`src/rtl/ram_arbiter.sv`:
```
// Single-port SRAM front end: arbitrates IF fetches and MEM loads/stores onto one
// req/done sequencer handshake, with a watchdog that aborts hung transactions.
//
// state | meaning
// IDLE  | arbitrate; MEM beats IF, write beats read
// BUSY  | ram_req held, waiting for ram_done or watchdog expiry
// DONE  | owner's ready pulse visible; watchdog cleared
module ram_arbiter #(
    parameter int ADDR_W  = 18,
    parameter int DATA_W  = 16,
    parameter int TIMEOUT = 15
) (
    input  logic              clk,
    input  logic              rst,
    input  logic              if_req,
    input  logic [ADDR_W-1:0] if_addr,
    output logic [DATA_W-1:0] if_rdata,
    output logic              if_ready,
    input  logic              mem_rd,
    input  logic              mem_wr,
    input  logic [ADDR_W-1:0] mem_addr,
    input  logic [DATA_W-1:0] mem_wdata,
    output logic [DATA_W-1:0] mem_rdata,
    output logic              mem_ready,
    output logic              stall,
    output logic              ram_req,
    output logic              ram_we,
    output logic [ADDR_W-1:0] ram_addr,
    output logic [DATA_W-1:0] ram_wdata,
    input  logic [DATA_W-1:0] ram_rdata,
    input  logic              ram_done,
    output logic              err
);

    localparam logic [1:0] S_IDLE = 2'd0;
    localparam logic [1:0] S_BUSY = 2'd1;
    localparam logic [1:0] S_DONE = 2'd2;

    localparam logic [7:0] WD_LAST = 8'(TIMEOUT - 1);

    logic [1:0]        state_q, state_d;
    logic              owner_mem_q, owner_mem_d;
    logic              ram_req_q, ram_req_d;
    logic              ram_we_q, ram_we_d;
    logic [ADDR_W-1:0] ram_addr_q, ram_addr_d;
    logic [DATA_W-1:0] ram_wdata_q, ram_wdata_d;
    logic [DATA_W-1:0] if_rdata_q, if_rdata_d;
    logic [DATA_W-1:0] mem_rdata_q, mem_rdata_d;
    logic              if_ready_q, if_ready_d;
    logic              mem_ready_q, mem_ready_d;
    logic              err_q, err_d;
    logic [7:0]        wdog_q, wdog_d;

    always_comb begin
        state_d     = state_q;
        owner_mem_d = owner_mem_q;
        ram_req_d   = ram_req_q;
        ram_we_d    = ram_we_q;
        ram_addr_d  = ram_addr_q;
        ram_wdata_d = ram_wdata_q;
        if_rdata_d  = if_rdata_q;
        mem_rdata_d = mem_rdata_q;
        if_ready_d  = 1'b0;
        mem_ready_d = 1'b0;
        err_d       = err_q;
        wdog_d      = wdog_q;

        case (state_q)
            S_IDLE: begin
                if (mem_rd || mem_wr) begin
                    owner_mem_d = 1'b1;
                    ram_we_d    = mem_wr;
                    ram_addr_d  = mem_addr;
                    ram_wdata_d = mem_wdata;
                    ram_req_d   = 1'b1;
                    state_d     = S_BUSY;
                end else if (if_req) begin
                    owner_mem_d = 1'b0;
                    ram_we_d    = 1'b0;
                    ram_addr_d  = if_addr;
                    ram_req_d   = 1'b1;
                    state_d     = S_BUSY;
                end
            end
            S_BUSY: begin
                wdog_d = wdog_q + 8'd1;
                // A done coinciding with expiry wins over the abort.
                if (ram_done) begin
                    ram_req_d = 1'b0;
                    if (!ram_we_q) begin
                        if (owner_mem_q) mem_rdata_d = ram_rdata;
                        else             if_rdata_d  = ram_rdata;
                    end
                    mem_ready_d = owner_mem_q;
                    if_ready_d  = !owner_mem_q;
                    state_d     = S_DONE;
                end else if (wdog_q == WD_LAST) begin
                    ram_req_d = 1'b0;
                    err_d     = 1'b1;
                    if (owner_mem_q) mem_rdata_d = '0;
                    else             if_rdata_d  = '0;
                    mem_ready_d = owner_mem_q;
                    if_ready_d  = !owner_mem_q;
                    state_d     = S_DONE;
                end
            end
            S_DONE: begin
                wdog_d  = '0;
                state_d = S_IDLE;
            end
            default: state_d = S_IDLE;
        endcase
    end

    always_ff @(posedge clk or negedge rst) begin
        if (!rst) begin
            state_q     <= S_IDLE;
            owner_mem_q <= 1'b0;
            ram_req_q   <= 1'b0;
            ram_we_q    <= 1'b0;
            ram_addr_q  <= '0;
            ram_wdata_q <= '0;
            if_rdata_q  <= '0;
            mem_rdata_q <= '0;
            if_ready_q  <= 1'b0;
            mem_ready_q <= 1'b0;
            err_q       <= 1'b0;
            wdog_q      <= '0;
        end else begin
            state_q     <= state_d;
            owner_mem_q <= owner_mem_d;
            ram_req_q   <= ram_req_d;
            ram_we_q    <= ram_we_d;
            ram_addr_q  <= ram_addr_d;
            ram_wdata_q <= ram_wdata_d;
            if_rdata_q  <= if_rdata_d;
            mem_rdata_q <= mem_rdata_d;
            if_ready_q  <= if_ready_d;
            mem_ready_q <= mem_ready_d;
            err_q       <= err_d;
            wdog_q      <= wdog_d;
        end
    end

    // Drops in the ready cycle so the pipeline advances exactly once.
    assign stall = ((mem_rd | mem_wr) & ~mem_ready_q) | (if_req & ~if_ready_q);

    assign ram_req   = ram_req_q;
    assign ram_we    = ram_we_q;
    assign ram_addr  = ram_addr_q;
    assign ram_wdata = ram_wdata_q;
    assign if_rdata  = if_rdata_q;
    assign if_ready  = if_ready_q;
    assign mem_rdata = mem_rdata_q;
    assign mem_ready = mem_ready_q;
    assign err       = err_q;

endmodule

```
`config.mk`:
```
export PLATFORM = sky130hd
export DESIGN_NAME = ram_arbiter
export DESIGN_NICKNAME = d
export VERILOG_FILES = /design/src/rtl/ram_arbiter.sv
export SDC_FILE = /design/constraint.sdc
export NUM_CORES = 1
export LEC_CHECK = 0
export BUFFER_PORTS_ARGS = -buffer_cell sky130_fd_sc_hd__buf_2
export CAP_MARGIN = 20
export CORE_MARGIN = 3
export CORE_UTILIZATION = 50
export CTS_CLUSTER_SIZE = 25
export DETAILED_ROUTE_END_ITERATION = 12
export PLACE_DENSITY = 0.78
export SLEW_MARGIN = 15
export SYNTH_ARGS = -nofsm -noshare
export SYNTH_HDL_FRONTEND = slang
export SYNTH_SLANG_ARGS = --single-unit
```
`constraint.sdc`:
```
create_clock -name clk -period 3.2 [get_ports clk]
set_clock_uncertainty 0.15 [all_clocks]
set_input_delay 0.32 -clock clk [delete_from_list [all_inputs] [get_ports clk]]
set_output_delay 0.32 -clock clk [all_outputs]
set_load 0.02 [all_outputs]
```
==> flow_summary.yaml, run 1 <==
outcome:
  status: "finished clean"
synth:
  seq_area_frac_synth_pct: 55.48
  synth-seq-cells: 82
  synth_ff_type: "dfrtp_1"
  synth_nets: 437
  syn_inst: 356
  ys_async_sr_fraction_pct: 100.0
  synth_edf_count: 0
  ys_warn_count: 0
  yosysUniqueCellTypes: 34
  synth_area_sq_um: 3699
  syn-mean-instance-area_sq_um: 10.39
detailed_routing:
  ant_nets: 0
  drcViolationCount: 0
  wirelength_um: 8544
  wire_per_inst_um: 14.26
  vias_per_cell: 5.134
  drt_iter0_markers: 111
  first_pass_iters: 4
  dr_total_vias: 3075
pwr:
  p_per_area_nw_per_um2: 1001
  p_comb_share_pct: 47.2
  leakage_nw: 2.417
  clkPwrFrac_pct: 15.6
  p_sw_share_pct: 42.97
  netSwitchingPower_mw: 2.038
  p_int_mw: 2.704
  pwr-share-seq_pct: 37.2
  irDropWorstVdd_mv: 0.4929
setup_path:
  worstSetupPathType: "flop to flop"
  worstPathArrival_ps: 2210
  cp-end-kind: "flop"
  r2r_slack_ps: 1020
  cp_max_fo: 32
  rr_worst_depth: 6
  required_ps: 3230
  critPathLaunchType: "flop"
cts:
  root_buffer: "clkbuf_8"
  cts_buffers: 9
  htreeDepth: 3
  path_clk_slew_ps: 80
  tritoncts: "done"
  worstSkewPairLatency_ps: 340
  cts_setup_buffers: 0
  cts_buffer_depth: 2
  clock-sinks: 82
grt:
  overflow: 0
  antenna_found_initial: 0
  grt_pass1_wl_um: 13750
  grt_max_degree: 83
  grt_pass1_vias: 3019
  track_usage_pct: 20.25
floorplan:
  die_w_um: 92.01
  die_y_um: 92.01
  die_area_sq_um: 8465
  rows: 30
  initial_core_util_pct: 52.97
  io_pins: 146
  core_area_sq_um: 6982
sta:
  hold_violations: 0
  finalCritPeriodShare_pct: 68.22
  whs_ps: 51.34
  drv_slew: 0
  worstMarginPinSlew_ps: 998.9
  fin_tns_setup_ps: 0
  rsz0062_at_grt: "no"
  min_period_ps: 2183
  fmax_mhz: 458.1
  setup_violations: 0
  slew_headroom_pct: 33.24
layout:
  area_growth_pct: 28.08
  drive_above_1_share_pct: 37.77
  layout.nets: 580
  antenna_cells: 0
hold_path:
  hold_path_depth: 2
  hold_path_class: "input pin to flop"
placed_design:
  placement.io_buffers: 145
  place.detailed.hpwl_um: 6154
  gp_congestion: 0.7966
job:
  cap_violations: 0
-- sequential cells by signal (all words and copies together), names as in the netlist --
register,count
state_q,2
mem_rdata,16
mem_ready,1
wdog_q,8
if_rdata,16
if_ready,1
ram_addr,18
owner_mem_q,1
ram_we,1
ram_req,1
err,1
ram_wdata,16
-- cell usage after synthesis, types with 2 or more instances --
master | instances | share of area [%]
nor2_1 | 9 | 0.91
and3_1 | 2 | 0.34
nand3_1 | 3 | 0.41
nand2_1 | 106 | 11
buf_2 | 3 | 0.41
o211ai_1 | 32 | 6.5
nand2b_1 | 2 | 0.34
dfrtp_1 | 82 | 55
a21oi_1 | 4 | 0.54
mux2_2 | 18 | 5.5
ha_1 | 7 | 2.4
inv_1 | 10 | 1.0
clkbuf_1 | 14 | 1.4
buf_6 | 3 | 0.91
mux2_1 | 2 | 0.61
o22ai_1 | 5 | 0.85
o21ai_0 | 19 | 2.6
mux2i_1 | 19 | 5.1
-- worst max-delay path: stages (launching register included) --
cell and delay [ps]:
dfrtp_1 420, inv_1 90, ha_1 130, or4b_4 470, o41a_4 520, nand2_1 140
o211ai_1 100
-- power groups by stage --
stage | combinational, mW | sequential, mW | clock [mW]
floorplan | 1.08 | 2.22 | 0
global placement | 2.15 | 1.76 | 0
detailed placement | 2.24 | 1.79 | 0
CTS | 2.25 | 1.77 | 0.756
global route | 2.45 | 1.83 | 0.801
finish | 2.24 | 1.77 | 0.739
-- layout by cell type (no fill, tap or decap), types with 2 or more instances in the layout --
master,netlist,layout
ha_1,7,7
mux2i_1,19,19
mux2_1,2,2
buf_8,0,2
o211ai_1,32,32
buf_4,0,4
nand2b_1,2,2
o22ai_1,5,5
clkinvlp_4,0,2
clkinv_2,0,2
dfrtp_1,82,82
buf_2,3,144
nand2_1,106,106
clkbuf_8,0,10
nand3_1,3,3
o21ai_0,19,19
a21oi_1,4,4
nor2_1,9,8
mux2_2,18,18
and3_1,2,2
inv_1,10,10
-- cell families (layout without fill, tap and decap cells) --
kind of cell | after synthesis | count (layout) | synth area share, %
compound gates | 67 | 67 | 12.31
xor+xnor | 2 | 2 | 0.4737
fa+ha+maj | 7 | 7 | 2.368
buf+inv | 30 | 177 | 3.755
flops | 82 | 82 | 55.48
mux | 39 | 39 | 11.23
simple gates | 129 | 129 | 14.38
-- repair_timing --
item / in CTS / in global routing
resized for setup: 0 / 0
hold buffers: 0 / 1
hold endpoints to repair: 0 / 37
-- layout make-up --
class                   instances  area, sq um
clock buffers                  10        137.6
flip-flops and latches         82         2052
fillers                       578         2245
multi-input cells             244         1524
inverters                      10        37.54
repair buffers                152        810.8
clock inverters                 5        55.05
well taps                      96        120.1
-- per-stage QoR --
| step | worst slack [ps] | util, % | total power, mW | std cells | instance area, sq um |
|---|---|---|---|---|---|
| after floorplan | 1197 | - | 3.299 | 356 | 3699 |
| after global placement | 1083 | 64.23 | 3.914 | 580 | 4484 |
| after detailed placement | 1037 | 64.44 | 4.030 | 581 | 4499 |
| after CTS | 1014 | 67.20 | 4.773 | 596 | 4692 |
| after global routing | 845.6 | 67.85 | 5.089 | 599 | 4737 |
| final | 1017 | 67.85 | 4.742 | 599 | 4737 |
-- worst paths after layout --
| check | startpoint | end |
|---|---|---|
| max | wdog_q[0]$_DFFE_PN0P_ | mem_rdata[5]$_DFFE_PN0P_ |
| min | mem_wdata[6] | ram_wdata[6]$_DFFE_PN0P_ |
| max reg2reg | wdog_q[0]$_DFFE_PN0P_ | mem_rdata[5]$_DFFE_PN0P_ |
| min reg2reg | ram_addr[2]$_DFFE_PN0P_ | ram_addr[2]$_DFFE_PN0P_ |
| max in group asynchronous | rst | ram_wdata[3]$_DFFE_PN0P_ |
| min in group asynchronous | rst | if_rdata[4]$_DFFE_PN0P_ |
-- per-layer routing --
metal	track usage (%)	vias up	part of all wire, %
met5	0	-	0
met4	8.168	0	1.3
met3	3.281	11	4.3
met2	35.77	73	53
met1	24.66	1489	41
li1	-	1502	-
Power figures use the tool's default switching activity.
==> run 2: changes to the inputs <==
--- a/config.mk
+++ b/config.mk
@@ -8,10 +8,10 @@
 export BUFFER_PORTS_ARGS = -buffer_cell sky130_fd_sc_hd__buf_2
 export CAP_MARGIN = 20
 export CORE_MARGIN = 3
-export CORE_UTILIZATION = 50
+export CORE_UTILIZATION = 49
 export CTS_CLUSTER_SIZE = 25
 export DETAILED_ROUTE_END_ITERATION = 12
-export PLACE_DENSITY = 0.78
+export PLACE_DENSITY = 0.76
 export SLEW_MARGIN = 15
 export SYNTH_ARGS = -nofsm -noshare
 export SYNTH_HDL_FRONTEND = slang
==> constraint.sdc (replaced) <==
create_clock -name clk -period 2.07 [get_ports clk]
set_clock_uncertainty 0.15 [all_clocks]
set_input_delay 0.207 -clock clk [delete_from_list [all_inputs] [get_ports clk]]
set_output_delay 0.207 -clock clk [all_outputs]
set_load 0.02 [all_outputs]
==> run 2 against run 1 <==
Effect of this change:
- the run now ends with negative setup slack left
- cell area grew 12%
- power increased by 64%
- routed wire length increased by 17%
- critical endpoint is now state_q[1]$_DFFE_PN0P_
- worst hold slack got worse by 46 ps
==> flow_summary.yaml, run 2 (synthesis results as in run 1) <==
outcome:
  status: "finished, violations left"
  violations: "negative setup slack"
sta:
  finalCritPeriodShare_pct: 100.4
  setup_violations: 2
  hold_violations: 0
  rsz0062_at_grt: "yes"
  fin_tns_setup_ps: -9.404
  min_period_ps: 2078
  slew_headroom_pct: 70.34
  drv_slew: 0
  whs_ps: 5.207
  fmax_mhz: 481.2
  worstMarginPinSlew_ps: 444.9
  postLayoutSetupSlackWorst_ps: -8.055
layout:
  mostFrequentLayoutCell: "buf_2"
  instances_no_fill: 661
  antenna_cells: 0
  mostFrequentLayoutCells: "144 x buf_2, 97 x nand2_1, 82 x dfrtp_1"
  drive_above_1_share_pct: 40.39
  largest_reg_flops: 18
  area_growth_pct: 43.71
  layout.nets: 638
setup_path:
  crit_slowest_cell: "or4b_4"
  cpLargestDelayFamily: "simple AND/OR/NAND/NOR gates"
  worstSetupPathType: "flop to flop"
  rr_worst_depth: 6
  critPathLaunchType: "flop"
  cp_num_buf_inv: 1
  worstPathArrival_ps: 2160
  cp_num_cells: 6
  slowest_delay_ps: 520
  required_ps: 2150
  crit_chain: "inv_2 > ha_4 > or4b_4 > nor3_2 > o31a_1 > mux2_1"
  cp-end-kind: "flop"
  cp_max_fo: 5
detailed_routing:
  dr_total_vias: 3419
  drt_iter0_markers: 212
  first_pass_iters: 6
  wire_per_inst_um: 15.10
  wirelength_um: 9981
  vias_per_cell: 5.172
  drcViolationCount: 0
  ant_nets: 0
pwr:
  leakage_nw: 2.666
  power.total_mw: 7.790
  p_per_area_nw_per_um2: 1466
  irDropWorstVdd_mv: 0.7998
cts:
  root_buffer: "clkbuf_8"
  tritoncts: "done"
  htreeDepth: 3
  cts_buffer_depth: 2
  cts_buffers: 9
  path_clk_slew_ps: 80
  worstSkewPairLatency_ps: 350
  clock-sinks: 82
placed_design:
  placement.io_buffers: 145
  dp.cells: 595
  place.detailed.hpwl_um: 6325
  gp_congestion: 0.8277
grt:
  grt_max_degree: 43
  grt_pass1_vias: 3357
  grt_pass1_wl_um: 15950
  overflow: 0
  antenna_found_initial: 0
  track_usage_pct: 23.27
job:
  cap_violations: 0
floorplan:
  initial_core_util_pct: 50.72
  core_area_sq_um: 7292
  die_w_um: 92.88
  die_y_um: 92.88
  rows: 31
  die_area_sq_um: 8627
  io_pins: 146
hold_path:
  hold_path_depth: 3
  hold_path_class: "input pin to flop"
-- run 2: timing repair --
action	CTS	global route
pin swaps	7	9
gates cloned	2	1
endpoints found under the setup margin	34	35
hold endpoints to repair	124	0
resized for setup	9	8
hold buffers	34	0
setup buffers	12	1
-- run 2: where the power goes --
group	internal [mW]	switching, mW
clock network	0.463	0.571
logic	1.65	2.37
registers	2.28	0.462
-- run 2: through the flow --
stage                     util [%]  setup slack [ps]  area (sq um)
after global placement       63.13            -12.96          4603
after floorplan                  -             67.37          3699
final                        72.89            -8.055          5315
after detailed placement     63.13            -80.68          4603
after global routing         72.89            -84.01          5315
after CTS                    72.24            -11.97          5268
-- run 2: routing by layer --
metal | global-route usage [%] | part of all wire, %
met1 | 28.45 | 38
met2 | 40.67 | 54
met3 | 3.656 | 6.0
met4 | 9.890 | 2.1
met5 | 0 | 0
-- run 2: worst reg2reg max path: stages (launching register included) --
cell     delay [ps]
dfrtp_1         400
inv_2            90
ha_4            120
or4b_4          520
nor3_2          160
o31a_1          180
mux2_1          330
-- run 2: area by class of cell --
cell class	instances	area, sq um
Fill cell	537	1977
Clock buffer	11	141.4
Tap cell	99	123.9
Clock inverter	5	30.03
Inverter	10	37.54
Sequential cell	82	2052
Multi-Input combinational cell	247	1627
Timing Repair Buffer	207	1304
-- run 2: worst paths after layout --
check	start	endpoint	slack, ps
worst max-delay path	wdog_q[0]$_DFFE_PN0P_	state_q[1]$_DFFE_PN0P_	-8
worst min-delay path	mem_addr[15]	ram_addr[15]$_DFFE_PN0P_	5
worst max register to register	wdog_q[0]$_DFFE_PN0P_	state_q[1]$_DFFE_PN0P_	-8
worst min register to register	ram_addr[1]$_DFFE_PN0P_	ram_addr[1]$_DFFE_PN0P_	330
max in group asynchronous	rst	ram_wdata[0]$_DFFE_PN0P_	1090
min in group asynchronous	rst	mem_rdata[7]$_DFFE_PN0P_	60
==> run 3: changes to the inputs <==
--- a/config.mk
+++ b/config.mk
@@ -8,10 +8,11 @@
 export BUFFER_PORTS_ARGS = -buffer_cell sky130_fd_sc_hd__buf_2
 export CAP_MARGIN = 20
 export CORE_MARGIN = 3
-export CORE_UTILIZATION = 49
+export CORE_UTILIZATION = 45
 export CTS_CLUSTER_SIZE = 25
 export DETAILED_ROUTE_END_ITERATION = 12
-export PLACE_DENSITY = 0.76
+export PLACE_DENSITY = 0.71
+export RECOVER_POWER = 100
 export SLEW_MARGIN = 15
 export SYNTH_ARGS = -nofsm -noshare
 export SYNTH_HDL_FRONTEND = slang
==> run 3 against run 2 <==
Effect of this change:
- the run now ends clean
- critical path depth stayed put
- clock power grew 7%
- register-to-register slack about the same
- routed wire length fell by 4.6%
- non-clock buffer count shrank 19
- flip-flop and latch count unchanged
==> flow_summary.yaml, run 3 (synthesis results as in run 1) <==
outcome:
  status: "finished clean"
placed_design:
  placement.io_buffers: 145
  place.detailed.hpwl_um: 6490
  pre_cts_ws_ps: -102.6
  gp_congestion: 0.7718
setup_path:
  crit_slowest_cell: "or4b_4"
  critPathLaunchType: "flop"
  cp-end-kind: "flop"
  worstPathArrival_ps: 2130
  required_ps: 2130
  reg2reg_from: "wdog_q[0]$_DFFE_PN0P_"
  r2r_slack_ps: 4
  crit_chain: "inv_2 > ha_4 > or4b_4 > o41a_4 > nand2_1 > o211ai_1"
  cp_max_fo: 16
  reg2reg_to: "mem_rdata[10]$_DFFE_PN0P_"
  slowest_delay_ps: 510
  rr_worst_depth: 6
  worstSetupPathType: "flop to flop"
pwr:
  leakage_nw: 2.399
  irDropWorstVdd_mv: 0.7475
  p_per_area_nw_per_um2: 1465
detailed_routing:
  ant_nets: 0
  dr_total_vias: 3266
  first_pass_iters: 5
  vias_per_cell: 5.095
  drcViolationCount: 0
  wirelength_um: 9526
  drt_iter0_markers: 114
  wire_per_inst_um: 14.86
layout:
  mostFrequentLayoutCell: "nand2_1"
  drive_above_1_share_pct: 24.68
  largest_reg_flops: 18
  post-route-util_pct: 63.79
  layout.nets: 618
  area_growth_pct: 35.35
  mostFrequentLayoutCells: "99 x nand2_1, 82 x dfrtp_1, 74 x clkbuf_1"
  antenna_cells: 0
  fillCellCount: 706
floorplan:
  rows: 32
  die_y_um: 96.66
  initial_core_util_pct: 47.13
  core_area_sq_um: 7848
  die_w_um: 96.66
  die_area_sq_um: 9343
  io_pins: 146
sta:
  hold_violations: 0
  worstMarginPinSlew_ps: 1353
  slew_headroom_pct: 9.816
  postLayoutSetupSlackWorst_ps: 4.202
  finalCritPeriodShare_pct: 99.80
  rsz0062_at_grt: "yes"
  fmax_mhz: 484.1
  drv_slew: 0
  min_period_ps: 2066
  setup_violations: 0
job:
  cap_violations: 0
hold_path:
  min_to: "ram_we$_DFFE_PN0P_"
  hold_path_depth: 2
  hold_path_class: "input pin to flop"
  hold_path.startpoint: "mem_wr"
grt:
  grt_pass1_vias: 3338
  antenna_found_initial: 0
  track_usage_pct: 20.79
  grt_max_degree: 45
  grt_pass1_wl_um: 16010
  overflow: 0
cts:
  cts_buffer_depth: 2
  htreeDepth: 3
  path_clk_slew_ps: 80
  clock-sinks: 82
  worstSkewPairLatency_ps: 340
  root_buffer: "clkbuf_8"
  cts_buffers: 9
  tritoncts: "done"
-- run 3: area by class of cell --
| class | instances | area [sq um] | area share, % |
|---|---|---|---|
| timing repair buffer | 188 | 1026 | 20.49 |
| tap | 102 | 127.6 | 2.549 |
| clock inverter | 3 | 42.54 | 0.8498 |
| clock buffer | 10 | 137.6 | 2.749 |
| sequential | 82 | 2052 | 40.99 |
| inverter | 10 | 37.54 | 0.7498 |
| multi-input combinational | 246 | 1583 | 31.62 |
-- run 3: through the flow --
step,setup TNS [ps],power [mW],area (sq um),hold slack (ps),std cells
global route,-1566,7.916,5006,1.180,641
floorplan,0,5.100,3699,-238.6,356
detailed placement,-2585,6.373,4604,-17.43,596
global placement,-627.1,6.223,4604,-20.98,596
CTS,-271.6,7.646,5142,0.7545,640
finish,0,7.335,5006,2.388,641
-- run 3: worst max path at each step --
stage | endpoint | start | cells after the start | slack (ps)
2_1_floorplan | mem_rdata[15]$_DFFE_PN0P_ | wdog_q[0]$_DFFE_PN0P_ | 7 | 70
3_3_place_gp | mem_rdata[13]$_DFFE_PN0P_ | wdog_q[0]$_DFFE_PN0P_ | 6 | -30
3_5_place_dp | if_rdata[4]$_DFFE_PN0P_ | wdog_q[0]$_DFFE_PN0P_ | 6 | -100
4_1_cts | mem_rdata[1]$_DFFE_PN0P_ | wdog_q[0]$_DFFE_PN0P_ | 6 | -50
5_1_grt | state_q[0]$_DFFE_PN0P_ | wdog_q[0]$_DFFE_PN0P_ | 6 | -70
6_report | mem_rdata[10]$_DFFE_PN0P_ | wdog_q[0]$_DFFE_PN0P_ | 6 | 4
-- run 3: power by group --
group          switching (mW)  internal [mW]  total (mW)
Clock                   0.528          0.568        1.10
Sequential              0.464           2.28        2.75
Combinational            2.25           1.24        3.49
Total                    3.24           4.09        7.33
-- run 3: layer usage --
metal,track usage (%),vias up,part of all wire [%]
li1,-,1583,-
met1,25.34,1560,40
met2,35.67,102,52
met3,4.686,21,5.5
met4,8.315,0,2.4
met5,0,-,0
-- run 3: critical path, delay by kind of cell (launching register included) --
kind	cells	cell delay [ps]
AO/OA/AOI/OAI	2	570
AND/OR/NAND/NOR	2	620
adder cells (fa/ha/maj)	1	110
flip-flops	1	400
buffers and inverters	1	80
-- run 3: timing repair --
item	in CTS	in global routing
endpoints found under the setup margin	34	34
setup buffers	1	1
gates cloned	2	0
hold buffers	28	0
pin swaps	14	7
hold endpoints to repair	110	0
resized for setup	11	1
